==> src/rtl/intc_pkg.sv <==
// rtl/intc_pkg.sv - shared types and constants for the interrupt controller
package intc_pkg;

  typedef enum logic [1:0] {
    ENABLE  = 2'd0,
    PENDING = 2'd1,
    VECTOR  = 2'd2,
    EOI     = 2'd3
  } intc_reg_e;

  typedef enum logic [1:0] {
    IDLE   = 2'd0,
    REQ    = 2'd1,
    ACTIVE = 2'd2
  } intc_state_e;

  localparam int INTC_ACTIVE_BIT = 31;

endpackage

==> src/rtl/int_prio_enc.sv <==
// rtl/int_prio_enc.sv - lowest-index-first priority encoder, purely combinational
module int_prio_enc #(
  parameter int N = 8,
  parameter int W = (N > 1) ? $clog2(N) : 1
) (
  input  logic [N-1:0] req,
  output logic         valid,
  output logic [W-1:0] idx
);

  // Scan downwards so the lowest set index is the last one assigned.
  always_comb begin
    valid = 1'b0;
    idx   = '0;
    for (int i = N - 1; i >= 0; i--) begin
      if (req[i]) begin
        valid = 1'b1;
        idx   = W'(i);
      end
    end
  end

endmodule

==> src/rtl/int_ctrl.sv <==
// rtl/int_ctrl.sv - interrupt controller: edge detect, pending/enable, hwint handshake, register bus
module int_ctrl
  import intc_pkg::*;
#(
  parameter int NUM_SRC = 8
) (
  input  logic               clk,
  input  logic               rst,
  input  logic [NUM_SRC-1:0] irq_src,
  output logic               hwint,
  input  logic               int_ack,
  input  logic [1:0]         reg_sel,
  input  logic               rd,
  input  logic               wr,
  input  logic [31:0]        data_in,
  output logic [31:0]        data_out
);

  localparam int VEC_WIDTH = (NUM_SRC > 1) ? $clog2(NUM_SRC) : 1;

  intc_state_e          state_q, state_d;
  logic                 hwint_q, hwint_d;
  logic                 active_q, active_d;
  logic [VEC_WIDTH-1:0] vec_q, vec_d;
  logic [NUM_SRC-1:0]   enable_q, enable_d;
  logic [NUM_SRC-1:0]   pending_q, pending_d;
  logic [NUM_SRC-1:0]   irq_prev_q, irq_prev_d;

  intc_reg_e            sel;
  logic                 req;
  logic [VEC_WIDTH-1:0] win_idx;
  logic [NUM_SRC-1:0]   win_mask;
  logic [NUM_SRC-1:0]   set_mask;
  logic [NUM_SRC-1:0]   clr_mask;
  logic [31:0]          rd_data;

  assign sel = intc_reg_e'(reg_sel);

  int_prio_enc #(.N(NUM_SRC), .W(VEC_WIDTH)) u_prio (
    .req   (pending_q & enable_q),
    .valid (req),
    .idx   (win_idx)
  );

  assign win_mask = req ? (NUM_SRC'(1) << win_idx) : '0;

  always_comb begin
    irq_prev_d = irq_src;
    set_mask   = irq_src & ~irq_prev_q;
    clr_mask   = '0;
    state_d    = state_q;
    hwint_d    = hwint_q;
    active_d   = active_q;
    vec_d      = vec_q;
    enable_d   = enable_q;

    if (wr && sel == ENABLE)  enable_d = data_in[NUM_SRC-1:0];
    if (wr && sel == PENDING) clr_mask = data_in[NUM_SRC-1:0];

    unique case (state_q)
      IDLE: begin
        if (req) begin
          state_d = REQ;
          hwint_d = 1'b1;
        end
      end
      REQ: begin
        // An ack in the same cycle as a withdrawal still takes the grant.
        if (int_ack) begin
          vec_d    = win_idx;
          clr_mask = clr_mask | win_mask;
          active_d = 1'b1;
          state_d  = ACTIVE;
          hwint_d  = 1'b0;
        end else if (!req) begin
          state_d = IDLE;
          hwint_d = 1'b0;
        end
      end
      ACTIVE: begin
        if (wr && sel == EOI) begin
          active_d = 1'b0;
          state_d  = IDLE;
        end
      end
      default: begin
        state_d = IDLE;
        hwint_d = 1'b0;
      end
    endcase

    // A fresh edge beats any clear of the same bit.
    pending_d = set_mask | (pending_q & ~clr_mask);
  end

  always_ff @(posedge clk or negedge rst) begin
    if (!rst) begin
      state_q    <= IDLE;
      hwint_q    <= 1'b0;
      active_q   <= 1'b0;
      vec_q      <= '0;
      enable_q   <= '0;
      pending_q  <= '0;
      irq_prev_q <= '0;
    end else begin
      state_q    <= state_d;
      hwint_q    <= hwint_d;
      active_q   <= active_d;
      vec_q      <= vec_d;
      enable_q   <= enable_d;
      pending_q  <= pending_d;
      irq_prev_q <= irq_prev_d;
    end
  end

  always_comb begin
    rd_data = '0;
    unique case (sel)
      ENABLE:  rd_data = 32'(enable_q);
      PENDING: rd_data = 32'(pending_q);
      VECTOR: begin
        rd_data[VEC_WIDTH-1:0]  = vec_q;
        rd_data[INTC_ACTIVE_BIT] = active_q;
      end
      EOI:     rd_data = '0;
      default: rd_data = '0;
    endcase
  end

  assign hwint    = hwint_q;
  assign data_out = rd ? rd_data : 32'h0;

endmodule

==> config.mk <==
export PLATFORM = sky130hd
export DESIGN_NAME = int_ctrl
export DESIGN_NICKNAME = d
export VERILOG_FILES = /design/src/rtl/intc_pkg.sv /design/src/rtl/int_prio_enc.sv /design/src/rtl/int_ctrl.sv
export SDC_FILE = /design/constraint.sdc
export NUM_CORES = 1
export LEC_CHECK = 0
export ABC_AREA = 0
export BUFFER_PORTS_ARGS = -buffer_cell sky130_fd_sc_hd__buf_4
export CORE_MARGIN = 2
export CORE_UTILIZATION = 46
export DETAILED_ROUTE_END_ITERATION = 8
export GPL_ROUTABILITY_DRIVEN = 0
export PLACE_DENSITY = 0.89
export SYNTH_ARGS = -nofsm -noshare
export SYNTH_HDL_FRONTEND = slang
export SYNTH_SLANG_ARGS = --single-unit
==> constraint.sdc <==
create_clock -name clk -period 3.3 [get_ports clk]
set_clock_uncertainty 0.05 [all_clocks]
set_input_delay 0.66 -clock clk [delete_from_list [all_inputs] [get_ports clk]]
set_output_delay 0.66 -clock clk [all_outputs]
set_load 0.005 [all_outputs]
-- Word level (Yosys, flattened, before mapping)
Index checks and enable logic that the tools add are counted.
- register bits: 31
- input port bits: 47
- output and inout bits: 33
- word-level logic and storage cells: 72
- mux-type cells: 36
- eq/ne operators: 9
- bitwise gates (word level): 8
- shift operators: 1
- reduce and logical (&&, ||, !) cells: 11
- operator list (kind ; count):
    32-bit 2-to-1 mux ; 1
    8-bit 2-to-1 mux ; 4
    8-bit AND ; 3
    3-bit 2-to-1 mux ; 8
    8-bit inverter ; 2
    8-bit bitwise OR ; 2
    1-bit 2-to-1 mux ; 13
    3-bit one-hot mux with 4 select lines ; 1
    5-bit one-hot mux with 2 select lines ; 1
    3-bit AND reduction ; 3
    2-bit 2-to-1 mux ; 4
    1-bit by 3-bit left shift with 8-bit output (first input constant) ; 1
    2-bit == test (second input constant) ; 3
    2-bit inequality test (second input constant) ; 3
    2-bit one-hot mux with 3 select lines ; 1
    2-bit by 1-bit == test with 1-bit output (second input constant) ; 2
    2-bit zero test ; 2
    1-bit one-hot mux with 2 select lines ; 2
    1-bit logical AND ; 3
    3-bit inequality test (second input constant) ; 1
    1-bit one-hot mux with 3 select lines ; 1
    3-bit OR reduction ; 1
    2-bit AND reduction ; 1
    2-bit nonzero test ; 1
    1-bit inverter ; 1

-- Longest topological paths before layout
Gate-level depths: netlist of run 1.
- depth after elaboration: 17
- gate-level depth with buffers: 5
- gate-level depth less buffers: 4

-- Modules after synthesis
Synthesis of run 1 repeated with hierarchy kept, for this count alone.
- cell total of the unflattened synthesis: 169
- area, all modules: 1739.2 µm²
- modules (own cells, without submodules) (module ; area an instance (µm²) ; seq. area each (µm²) ; instances ; cells each):
    int_ctrl ; 1659.1 ; 775.7 ; 1 ; 156
    int_prio_enc ; 80.1 ; 0.0 ; 1 ; 13

-- Least setup slack after synthesis of run 1
No wires, ideal clock.
- path type: input to output
- from: input port reg_sel[0]
- to: output port data_out[0]
- required time: 2590 ps
- cell stages on the path: 5
- path buffers: 1
- arrival time: 1300 ps
- slack: 1290 ps
- cell sequence: buf_2 > nor2b_1 > nand2_1 > o21ai_0 > and2_1
- word-level cells in the longest chain between the ends: 3
- elaborated cells on any way between the ends: 6
- those cells by class: eq/ne: 3; mux: 2; reduce/logical: 1
- ends and longest elaborated chain (item ; RTL line ; RTL):
    from (decl) ; int_ctrl.sv:12 ; input logic [1:0] reg_sel,
    2-bit == test, or another cell as far along ; int_ctrl.sv:118 ; unique case (sel)
    3-bit one-hot mux with 4 select lines (*) ; int_ctrl.sv:118 ;
    32-bit 2-to-1 mux (*) ; int_ctrl.sv:131 ; assign data_out = rd ? rd_data : 32'h0;
    to (decl) ; int_ctrl.sv:16 ; output logic [31:0] data_out
Mark *: on every way between the ends. The rest lies on a longest branch, timed or not.

-- Final worst setup path of run 1
- from: input port reg_sel[0]
- to: output port data_out[2]
The elaborated chain is that of the path after synthesis.

==> results of run 1 <==
## layout by cell type (no fill, tap or decap), types with 3 or more instances in the layout
cell type  instances
a22oi_1            3
inv_1             10
o21ai_0           10
conb_1            23
a21oi_1            3
nand2_1           22
dfrtp_1           31
a32oi_1            3
mux2_2             8
nor2_1             6
mux2i_1            8
nand3_1            6
buf_4             32
and2_1             3
clkbuf_8           5
## final cells by class
type,instances,area share
multi-input combinational,124,0.401
clock inverter,1,0.00251
inverter,10,0.0188
timing repair buffer,32,0.120
sequential,31,0.389
tap,48,0.0301
clock buffer,7,0.0383
## routing by layer
metal | vias up | track usage
met2 | 37 | 0.310
met3 | 5 | 0.0634
li1 | 622 | -
met4 | 0 | 0.0781
met5 | - | 0
met1 | 622 | 0.223
## stage by stage
step / worst slack (ns) / hold slack [ns] / total power (W)
2_1_floorplan: 1.29 / 0.314 / 0.000810
3_3_place_gp: 1.13 / 0.354 / 0.000888
3_5_place_dp: 1.12 / 0.372 / 0.000906
4_1_cts: 1.13 / 0.256 / 0.00120
5_1_grt: 1.04 / 0.265 / 0.00127
6_report: 1.12 / 0.247 / 0.00119
## worst max-delay path: stages
cell	delay, ns
buf_4	0.20
mux2i_1	0.23
o21ai_0	0.09
and2_1	0.15
buf_4	0.13
## sequential cells by signal, summed over array words and instances, names as in the netlist
| signal | cells |
|---|---|
| vec_q | 3 |
| active_q | 1 |
| enable_q | 8 |
| state_q | 2 |
| pending_q | 8 |
| irq_prev_q | 8 |
| hwint | 1 |
## worst paths after layout
path / startpoint / endpoint
setup / recovery: reg_sel[0] / data_out[2]
hold / removal: rst / irq_prev_q[5]$_DFF_PN0_
setup reg to reg: state_q[1]$_DFFE_PN0P_ / pending_q[7]$_DFF_PN0_
hold reg to reg: irq_prev_q[1]$_DFF_PN0_ / pending_q[1]$_DFF_PN0_
max in group asynchronous: rst / irq_prev_q[0]$_DFF_PN0_
min in group clk: irq_prev_q[1]$_DFF_PN0_ / pending_q[1]$_DFF_PN0_
## report_power, final
part	internal [W]	total [W]	leakage, nW	switching (W)
Combinational	0.000172	0.000344	0.603	0.000172
Clock	0.000148	0.000282	0.0422	0.000135
Sequential	0.000465	0.000558	0.353	0.0000932
## cells by family after synthesis
| kind of cell | count (synthesis) |
|---|---|
| compound gates | 37 |
| simple gates | 48 |
| other cells | 1 |
| flops | 31 |
| mux | 16 |
| buf+inv | 36 |
==> flow_summary_export.csv, run 1 <==
group,metric,value,unit
cells_and_area,fillers,354,
clocking,cts_tree,"done",
cells_and_area,seqCellArea,776,um2
cells_and_area,areaGrowthSynthToFinish,15.7,%
clocking,cts_resized,0,
power,ir_worst_vdd,297,uV
synth,synth_xor_area_frac,0,
detailed_routing,wl_met2,1.69,mm
sta,period_needed,2.18,ns
setup_path,startpoint_type,"primary input",
cells_and_area,final_util,0.549,
cells_and_area,multi_input_area,800,um2
detailed_routing,wl_per_cell,13.8,um
sta,fmax,0.460,GHz
synth,synth_top_family_by_area,"compound AO/OA/AOI/OAI gates",
detailed_routing,drc,0,
detailed_routing,via_per_inst,5.08,
synth,syn_area,1720,um2
die,start_util,0.475,
global_routing,grt_first_pass_wirelength,5.87,mm
synth,synth_common_cells,"dfrtp_1, buf_4, nand2_1",
global_routing,grt_overflow,0,
synth,synth.avg_cell_area,10.2,um2
detailed_routing,routed.top_layer,"met4",
cells_and_area,fin_nets,251,
global_routing,grt_use_total,0.188,
sta,fin_tns_setup,0,ns
die,core_area,3630,um2
cells_and_area,drive_gt1_frac,0.254,
die,io_pins,80,
synth,synthAdderAreaFrac,0,
clocking,cts_num_sinks,31,
clocking,hold_buffers,0,
detailed_routing,drt_iter0_markers,28,
clocking,cts.htree.levels,2,
synth,ys_types,38,
die,rows,22,
synth,synth-edff-count,0,
detailed_routing,vias,1286,
die,die_area,4250,um2
synth,synth-simple-area-share,0.147,
synth,synth_top_area_cell,"dfrtp_1",
run_status,status,"finished, final reports clean",
clocking,cts_buffers,5,
synth,async_flop_share,1.00,
clocking,clock_path_buffers,2,
global_routing,grt_max_degree,32,
synth,ys_top_cells_by_area,"dfrtp_1, buf_4, mux2_2",
detailed_routing,routed_wl,3.50,mm
setup_path,critical_path_class,"primary input to output port",
setup_path,ff2ff_path_depth,4,
placement,dpl.hpwl,2.59,mm
cells_and_area,final_cell_area,1990,um2
synth,yosysSeqAreaShare,0.450,
sta,slew_headroom,0.504,
sta,setup_violations,0,
sta,tightest_slew,0.740,ns
synth,ys_seq_elements,31,
synth,synth_cells,169,
power,power_leakage,0.998,nW
synth,synth.top_cell.area_share,0.450,
die,die_w,65.2,um
setup_path,regToRegSetupSlack,1.63,ns
setup_path,arrival,1.47,ns
die,fp.dieH,65.2,um
placement,place_inst,245,
synth,synth_mux_area_frac,0.0987,
sta,finalHoldViolations,0,
detailed_routing,first_pass_iters,4,
synth,synth_flop_cell,"dfrtp_1",
synth,synth-warning-count,0,
global_routing,antenna_found_initial,0,
clocking,cts-root-buf,"clkbuf_8",
clocking,post-cts-setup-buffers,0,
sta,rsz0062_at_grt,"false",
power,powerDensity,594,nW/um2
placement,dpl-instance-area,1910,um2
setup_path,crit_fanout,12,
cells_and_area,n_antenna_cell,0,
sta,post-route-period-util,0.659,
sta,drv_slew,0,
global_routing,grt_pass1_vias,1278,
clocking,clkTransAtPathRegs,0.06,ns
setup_path,end_kind,"output port",
synth,synth_most_common_cell,"dfrtp_1",
detailed_routing,drtAntennaViolNets,0,
hold_path,min_path_type,"primary input to async pin",
detailed_routing,met3WireLength,189,um
clocking,insertion_delay,0.28,ns
run,cap_viol_max_count,0,
cells_and_area,final_cells,253,
placement,port_buffers,32,
synth,synth-compound-area-share,0.168,
detailed_routing,wl_met1,1.56,mm
setup_path,required,2.59,ns
No activity file was read; power rests on OpenSTA's default activity.
==> inputs of run 2 (changes only) <==
--- a/config.mk
+++ b/config.mk
@@ -5,13 +5,13 @@
 export SDC_FILE = /design/constraint.sdc
 export NUM_CORES = 1
 export LEC_CHECK = 0
-export ABC_AREA = 0
+export ABC_AREA = 1
 export BUFFER_PORTS_ARGS = -buffer_cell sky130_fd_sc_hd__buf_4
 export CORE_MARGIN = 2
-export CORE_UTILIZATION = 46
+export CORE_UTILIZATION = 42
 export DETAILED_ROUTE_END_ITERATION = 8
 export GPL_ROUTABILITY_DRIVEN = 0
-export PLACE_DENSITY = 0.89
+export PLACE_DENSITY = 0.86
 export SYNTH_ARGS = -nofsm -noshare
 export SYNTH_HDL_FRONTEND = slang
 export SYNTH_SLANG_ARGS = --single-unit
==> constraint.sdc (replaced) <==
create_clock -name clk -period 1.74 [get_ports clk]
set_clock_uncertainty 0.05 [all_clocks]
set_input_delay 0.348 -clock clk [delete_from_list [all_inputs] [get_ports clk]]
set_output_delay 0.348 -clock clk [all_outputs]
set_load 0.005 [all_outputs]
==> run 2 against run 1 <==
Die area increased by 11%. Via count increased by 12%. Synthesized cell count increased by 22%. Clock power increased by 90%.
==> flow_summary_export.csv, run 2 <==
group,metric,value,unit
clocking,cts.htree.levels,2,
clocking,clkTransAtPathRegs,0.06,ns
die,io_pins,80,
sta,period_needed,1.59,ns
clocking,insertion_delay,0.29,ns
detailed_routing,wl_per_cell,11.7,um
clocking,cts_resized,0,
detailed_routing,via_per_inst,4.84,
cells_and_area,final_common_cell,"nand2_1",
cells_and_area,fillers,394,
sta,setup_violations,0,
global_routing,grt_max_degree,32,
synth,ys_top_cells_by_area,"dfrtp_1, nand2_1, buf_4",
synth,synth_common_cells,"nand2_1, dfrtp_1, buf_4",
synth,synth.top_cell.area_share,0.442,
detailed_routing,drt_iter0_markers,48,
clocking,cts_num_sinks,31,
cells_and_area,multi_input_area,796,um2
setup_path,required,1.34,ns
setup_path,startpoint_type,"primary input",
global_routing,grt_overflow,0,
die,core_area,4000,um2
synth,synth_cells,207,
sta,timing.hold.ws,0.125,ns
placement,port_buffers,32,
synth,synth-warning-count,0,
die,start_util,0.439,
sta,fin_tns_setup,0,ns
cells_and_area,n_antenna_cell,0,
detailed_routing,drc,0,
cells_and_area,drive_gt1_frac,0.265,
die,die_w,68.7,um
setup_path,r2r_end,"pending_q[7]$_DFF_PN0_",
detailed_routing,routed_wl,3.51,mm
die,rows,23,
global_routing,grt_use_total,0.166,
cells_and_area,final_cell_mix,"nand2_1, buf_4, dfrtp_1, conb_1, inv_1",
synth,synth_most_common_cell,"nand2_1",
setup_path,critical_path_class,"primary input to output port",
synth,ys_seq_elements,31,
run,cap_viol_max_count,0,
synth,synth_flop_cell,"dfrtp_1",
hold_path,min_path_type,"primary input to flip-flop",
setup_path,regToRegSetupSlack,0.28,ns
global_routing,antenna_found_initial,0,
die,fp.dieH,68.7,um
synth,syn_area,1760,um2
setup_path,arrival,1.20,ns
cells_and_area,areaGrowthSynthToFinish,18.2,%
hold_path,hold_path_end,"irq_prev_q[3]$_DFF_PN0_",
setup_path,crit_fanout,9,
setup_path,ff2ff_path_depth,8,
cells_and_area,largestRegisters,"enable_q (8), irq_prev_q (8), pending_q (8)",
synth,async_flop_share,1.00,
sta,rsz0062_at_grt,"false",
detailed_routing,drtAntennaViolNets,0,
sta,drv_slew,0,
hold_path,whs_path_depth,1,
clocking,cts-root-buf,"clkbuf_8",
synth,synth.avg_cell_area,8.48,um2
power,power_leakage,1.12,nW
sta,post-route-period-util,0.916,
synth,synth_top_area_cell,"dfrtp_1",
run_status,status,"finished, final reports clean",
clocking,cts_buffers,5,
placement,dpl.hpwl,2.70,mm
global_routing,grt_first_pass_wirelength,5.64,mm
global_routing,grt_pass1_vias,1317,
detailed_routing,vias,1446,
cells_and_area,seqCellArea,776,um2
synth,yosysSeqAreaShare,0.442,
clocking,cts_tree,"done",
hold_path,hp-start,"irq_src[3]",
detailed_routing,first_pass_iters,4,
sta,fmax,0.627,GHz
die,die_area,4710,um2
setup_path,end_kind,"output port",
sta,finalHoldViolations,0,
power,ir_worst_vdd,598,uV
synth,synth-edff-count,0,
power,powerDensity,1090,nW/um2
clocking,post-cts-setup-buffers,0,
setup_path,reg2reg_from,"enable_q[0]$_DFFE_PN0P_",
clocking,clock_path_buffers,2,
cells_and_area,fin_nets,295,
synth,ys_types,24,
-- run 2: how the worst max path moves through the flow --
stage / startpoint / end / slack (ns) / cells after the start
2_1_floorplan: enable_q[0]$_DFFE_PN0P_ / pending_q[7]$_DFF_PN0_ / 0.48 / 8
3_5_place_dp: reg_sel[1] / data_out[1] / 0.14 / 5
4_1_cts: reg_sel[1] / data_out[1] / 0.13 / 5
6_report: reg_sel[1] / data_out[1] / 0.15 / 5
5_1_grt: reg_sel[1] / data_out[1] / 0.09 / 5
3_3_place_gp: reg_sel[1] / data_out[1] / 0.15 / 5
-- run 2: where the power goes --
group          switching [W]  internal, W  total, W
Sequential          0.000125     0.000880   0.00101
Combinational       0.000417     0.000302  0.000719
Clock               0.000255     0.000280  0.000535
Total               0.000798      0.00146   0.00226
-- run 2: what timing repair did --
action                                 in CTS  in global routing
setup endpoints to repair                   0                  0
hold buffers                                1                  0
endpoints found under the hold margin      31                  0
-- run 2: cell families (layout without fill, tap and decap cells) --
logic type / count (synthesis) / after routing / synth area share
AND/OR/NAND/NOR: 100 / 100 / 0.268
buffers and inverters: 48 / 68 / 0.152
flip-flops: 31 / 31 / 0.442
AO/OA/AOI/OAI: 19 / 19 / 0.0677
multiplexers: 8 / 8 / 0.0684
other: 1 / 23 / 0.00214
-- run 2: stage by stage --
| step | cells | instance area (um2) | util | total power [W] | setup WS, ns |
|---|---|---|---|---|---|
| 2_1_floorplan | 229 | 1840 | - | 0.00153 | 0.481 |
| 3_3_place_gp | 290 | 1980 | 0.496 | 0.00169 | 0.145 |
| 3_5_place_dp | 290 | 1980 | 0.496 | 0.00173 | 0.136 |
| 4_1_cts | 299 | 2070 | 0.519 | 0.00227 | 0.135 |
| 5_1_grt | 299 | 2070 | 0.519 | 0.00242 | 0.0856 |
| 6_report | 299 | 2070 | 0.519 | 0.00226 | 0.146 |
-- run 2: layer usage --
layer	routed length, um	vias to the layer above	GRT usage
met1	1450	679	0.195
met5	0	-	0
met4	61	0	0.0650
met2	1710	64	0.278
li1	-	695	-
met3	294	8	0.0568
-- run 2: critical path: stages --
cell and delay, ns:
buf_4 0.14, nor2_4 0.25, nand2_1 0.08, a31oi_1 0.22, buf_4 0.15
-- run 2: layout make-up --
class | instances | area share
inverters | 25 | 0.0452
repair buffers | 35 | 0.128
well taps | 50 | 0.0302
multi-input cells | 150 | 0.384
flip-flops and latches | 31 | 0.374
clock inverters | 1 | 0.00241
clock buffers | 7 | 0.0368
==> inputs of run 3 (changes only) <==
--- a/config.mk
+++ b/config.mk
@@ -7,6 +7,7 @@
 export LEC_CHECK = 0
 export ABC_AREA = 1
 export BUFFER_PORTS_ARGS = -buffer_cell sky130_fd_sc_hd__buf_4
+export CORE_ASPECT_RATIO = 2
 export CORE_MARGIN = 2
 export CORE_UTILIZATION = 42
 export DETAILED_ROUTE_END_ITERATION = 8
==> run 3 against run 2 <==
Total power down 0.42%. Worst hold slack improved by 0.0013 ns. Via count down 5.7%. Routed wire length is 0.91% lower. Cell count unchanged. Sequential share of layout area is 0.18 points higher. Die area is 0.67% higher. Count of clock-buffer cells in the layout down 2. Non-clock buffer count decreased by 2. Critical path depth is the same.
==> flow_summary_export.csv, run 3 (synthesized netlist as in run 2, its figures left out) <==
group,metric,value,unit
clocking,post-cts-setup-buffers,0,
clocking,cts.htree.levels,2,
detailed_routing,first_pass_iters,4,
detailed_routing,drtAntennaViolNets,0,
clocking,cts_buffers,5,
cells_and_area,final_cell_mix,"nand2_1, buf_4, dfrtp_1, conb_1, inv_1",
setup_path,crit_buf_inv,2,
sta,fmax,0.619,GHz
cells_and_area,final_cells,299,
setup_path,startpoint_type,"primary input",
cells_and_area,n_antenna_cell,0,
clocking,cts_resized,0,
run,cap_viol_max_count,0,
placement,place_inst,290,
setup_path,end_kind,"output port",
detailed_routing,wl_per_cell,11.6,um
global_routing,grt_max_degree,32,
sta,fin_tns_setup,0,ns
die,rows,33,
sta,finalHoldViolations,0,
detailed_routing,via_per_inst,4.56,
setup_path,crit_slowest_cell,"nor2_2",
detailed_routing,wl_met2,2.03,mm
die,fp.dieH,95.4,um
global_routing,grt_overflow,0,
global_routing,grt_pass1_vias,1357,
setup_path,critical_path_class,"primary input to output port",
placement,port_buffers,32,
placement,dpl.hpwl,2.81,mm
clocking,insertion_delay,0.28,ns
cells_and_area,final_common_cell,"nand2_1",
setup_path,r2r_end,"pending_q[6]$_DFF_PN0_",
die,core_area,4050,um2
setup_path,crit_chain,"buf_4 -> nor2_2 -> nand2_1 -> a21oi_1 -> buf_4",
setup_path,endpoint,"data_out[5]",
cells_and_area,largestRegisters,"enable_q (8), irq_prev_q (8), pending_q (8)",
global_routing,grt_first_pass_wirelength,5.82,mm
cells_and_area,seqCellArea,776,um2
cells_and_area,fillers,398,
cells_and_area,areaGrowthSynthToFinish,17.6,%
setup_path,arrival,1.22,ns
clocking,hold_buffers,1,
clocking,cts-root-buf,"clkbuf_8",
cells_and_area,fin_nets,293,
setup_path,critPathMostFrequentCell,"buf_4",
setup_path,crit_start,"reg_sel[1]",
clocking,clkTransAtPathRegs,0.06,ns
die,die_area,4740,um2
detailed_routing,routed.top_layer,"met4",
cells_and_area,drive_gt1_frac,0.267,
sta,setup_violations,0,
sta,rsz0062_at_grt,"false",
setup_path,max_stage_delay,0.30,ns
setup_path,regToRegSetupSlack,0.26,ns
detailed_routing,vias,1363,
power,ir_worst_vdd,541,uV
detailed_routing,wl_met1,1.17,mm
run_status,status,"finished, final reports clean",
setup_path,cp_top_family,"simple AND/OR/NAND/NOR gates",
die,start_util,0.434,
die,io_pins,80,
hold_path,min_path_type,"primary input to flip-flop",
power,power_leakage,1.11,nW
detailed_routing,drc,0,
die,die_w,49.7,um
detailed_routing,met3WireLength,184,um
global_routing,grt_use_total,0.168,
detailed_routing,routed_wl,3.48,mm
setup_path,crit_fanout,8,
detailed_routing,drt_iter0_markers,19,
sta,post-route-period-util,0.928,
setup_path,reg2reg_from,"enable_q[0]$_DFFE_PN0P_",
sta,drv_slew,0,
setup_path,ff2ff_path_depth,8,
clocking,cts_num_sinks,31,
cells_and_area,multi_input_area,796,um2
power,powerDensity,1090,nW/um2
sta,period_needed,1.62,ns
setup_path,critical_path_depth,5,
clocking,clock_path_buffers,2,
global_routing,antenna_found_initial,0,
setup_path,required,1.34,ns
clocking,cts_tree,"done",
==> run 3: cell types whose count changed in the layout (fill, tap and decap cells not counted), sizes merged <==
cell / delta
buf: -2
clkbuf: -2
clkinv: +2
==> run 3: worst min-delay path by stage <==
stage	startpoint	end	cells after the start
2_1_floorplan	rst	active_q$_DFFE_PN0P_	0
3_3_place_gp	rst	pending_q[0]$_DFF_PN0_	1
3_5_place_dp	rst	enable_q[0]$_DFFE_PN0P_	1
4_1_cts	irq_src[2]	irq_prev_q[2]$_DFF_PN0_	1
5_1_grt	irq_src[2]	irq_prev_q[2]$_DFF_PN0_	1
6_report	irq_src[2]	irq_prev_q[2]$_DFF_PN0_	1
==> run 3: metal layers <==
metal  up-vias  GRT usage
met5         -          0
met4         0      0.106
met3         9     0.0439
met2        47      0.308
met1       621      0.161
li1        686          -
==> run 3: area by class of cell <==
type                       instances  area share
multi-input combinational        150       0.385
sequential                        31       0.376
timing repair buffer              33       0.121
inverter                          25      0.0455
clock buffer                       5      0.0333
tap                               52      0.0315
clock inverter                     3     0.00727
==> run 3: worst reg2reg max path: stages, from the launching register on <==
cell and delay (ns):
dfrtp_1 0.41, nand2_2 0.14, nand2_2 0.09, nor2_2 0.19, nand2_2 0.10, nor2_4 0.13
nand3_1 0.12, nand3_1 0.08, o21ai_1 0.06
==> run 3: stage by stage <==
step	hold WS (ns)	total power [W]	setup WS (ns)	instance area [um2]	util
finish	0.126	0.00225	0.124	2060	0.510
detailed placement	0.249	0.00172	0.105	1970	0.487
global placement	0.246	0.00169	0.121	1970	0.487
floorplan	0.00241	0.00153	0.481	1840	-
global route	0.111	0.00242	0.0193	2060	0.510
CTS	0.116	0.00227	0.104	2060	0.510
==> run 3: power by group <==
group	switching [W]	internal [W]	total [W]	leakage (nW)
clock network	0.000263	0.000273	0.000536	0.0477
logic	0.000411	0.000299	0.000710	0.712
registers	0.000125	0.000880	0.00100	0.353
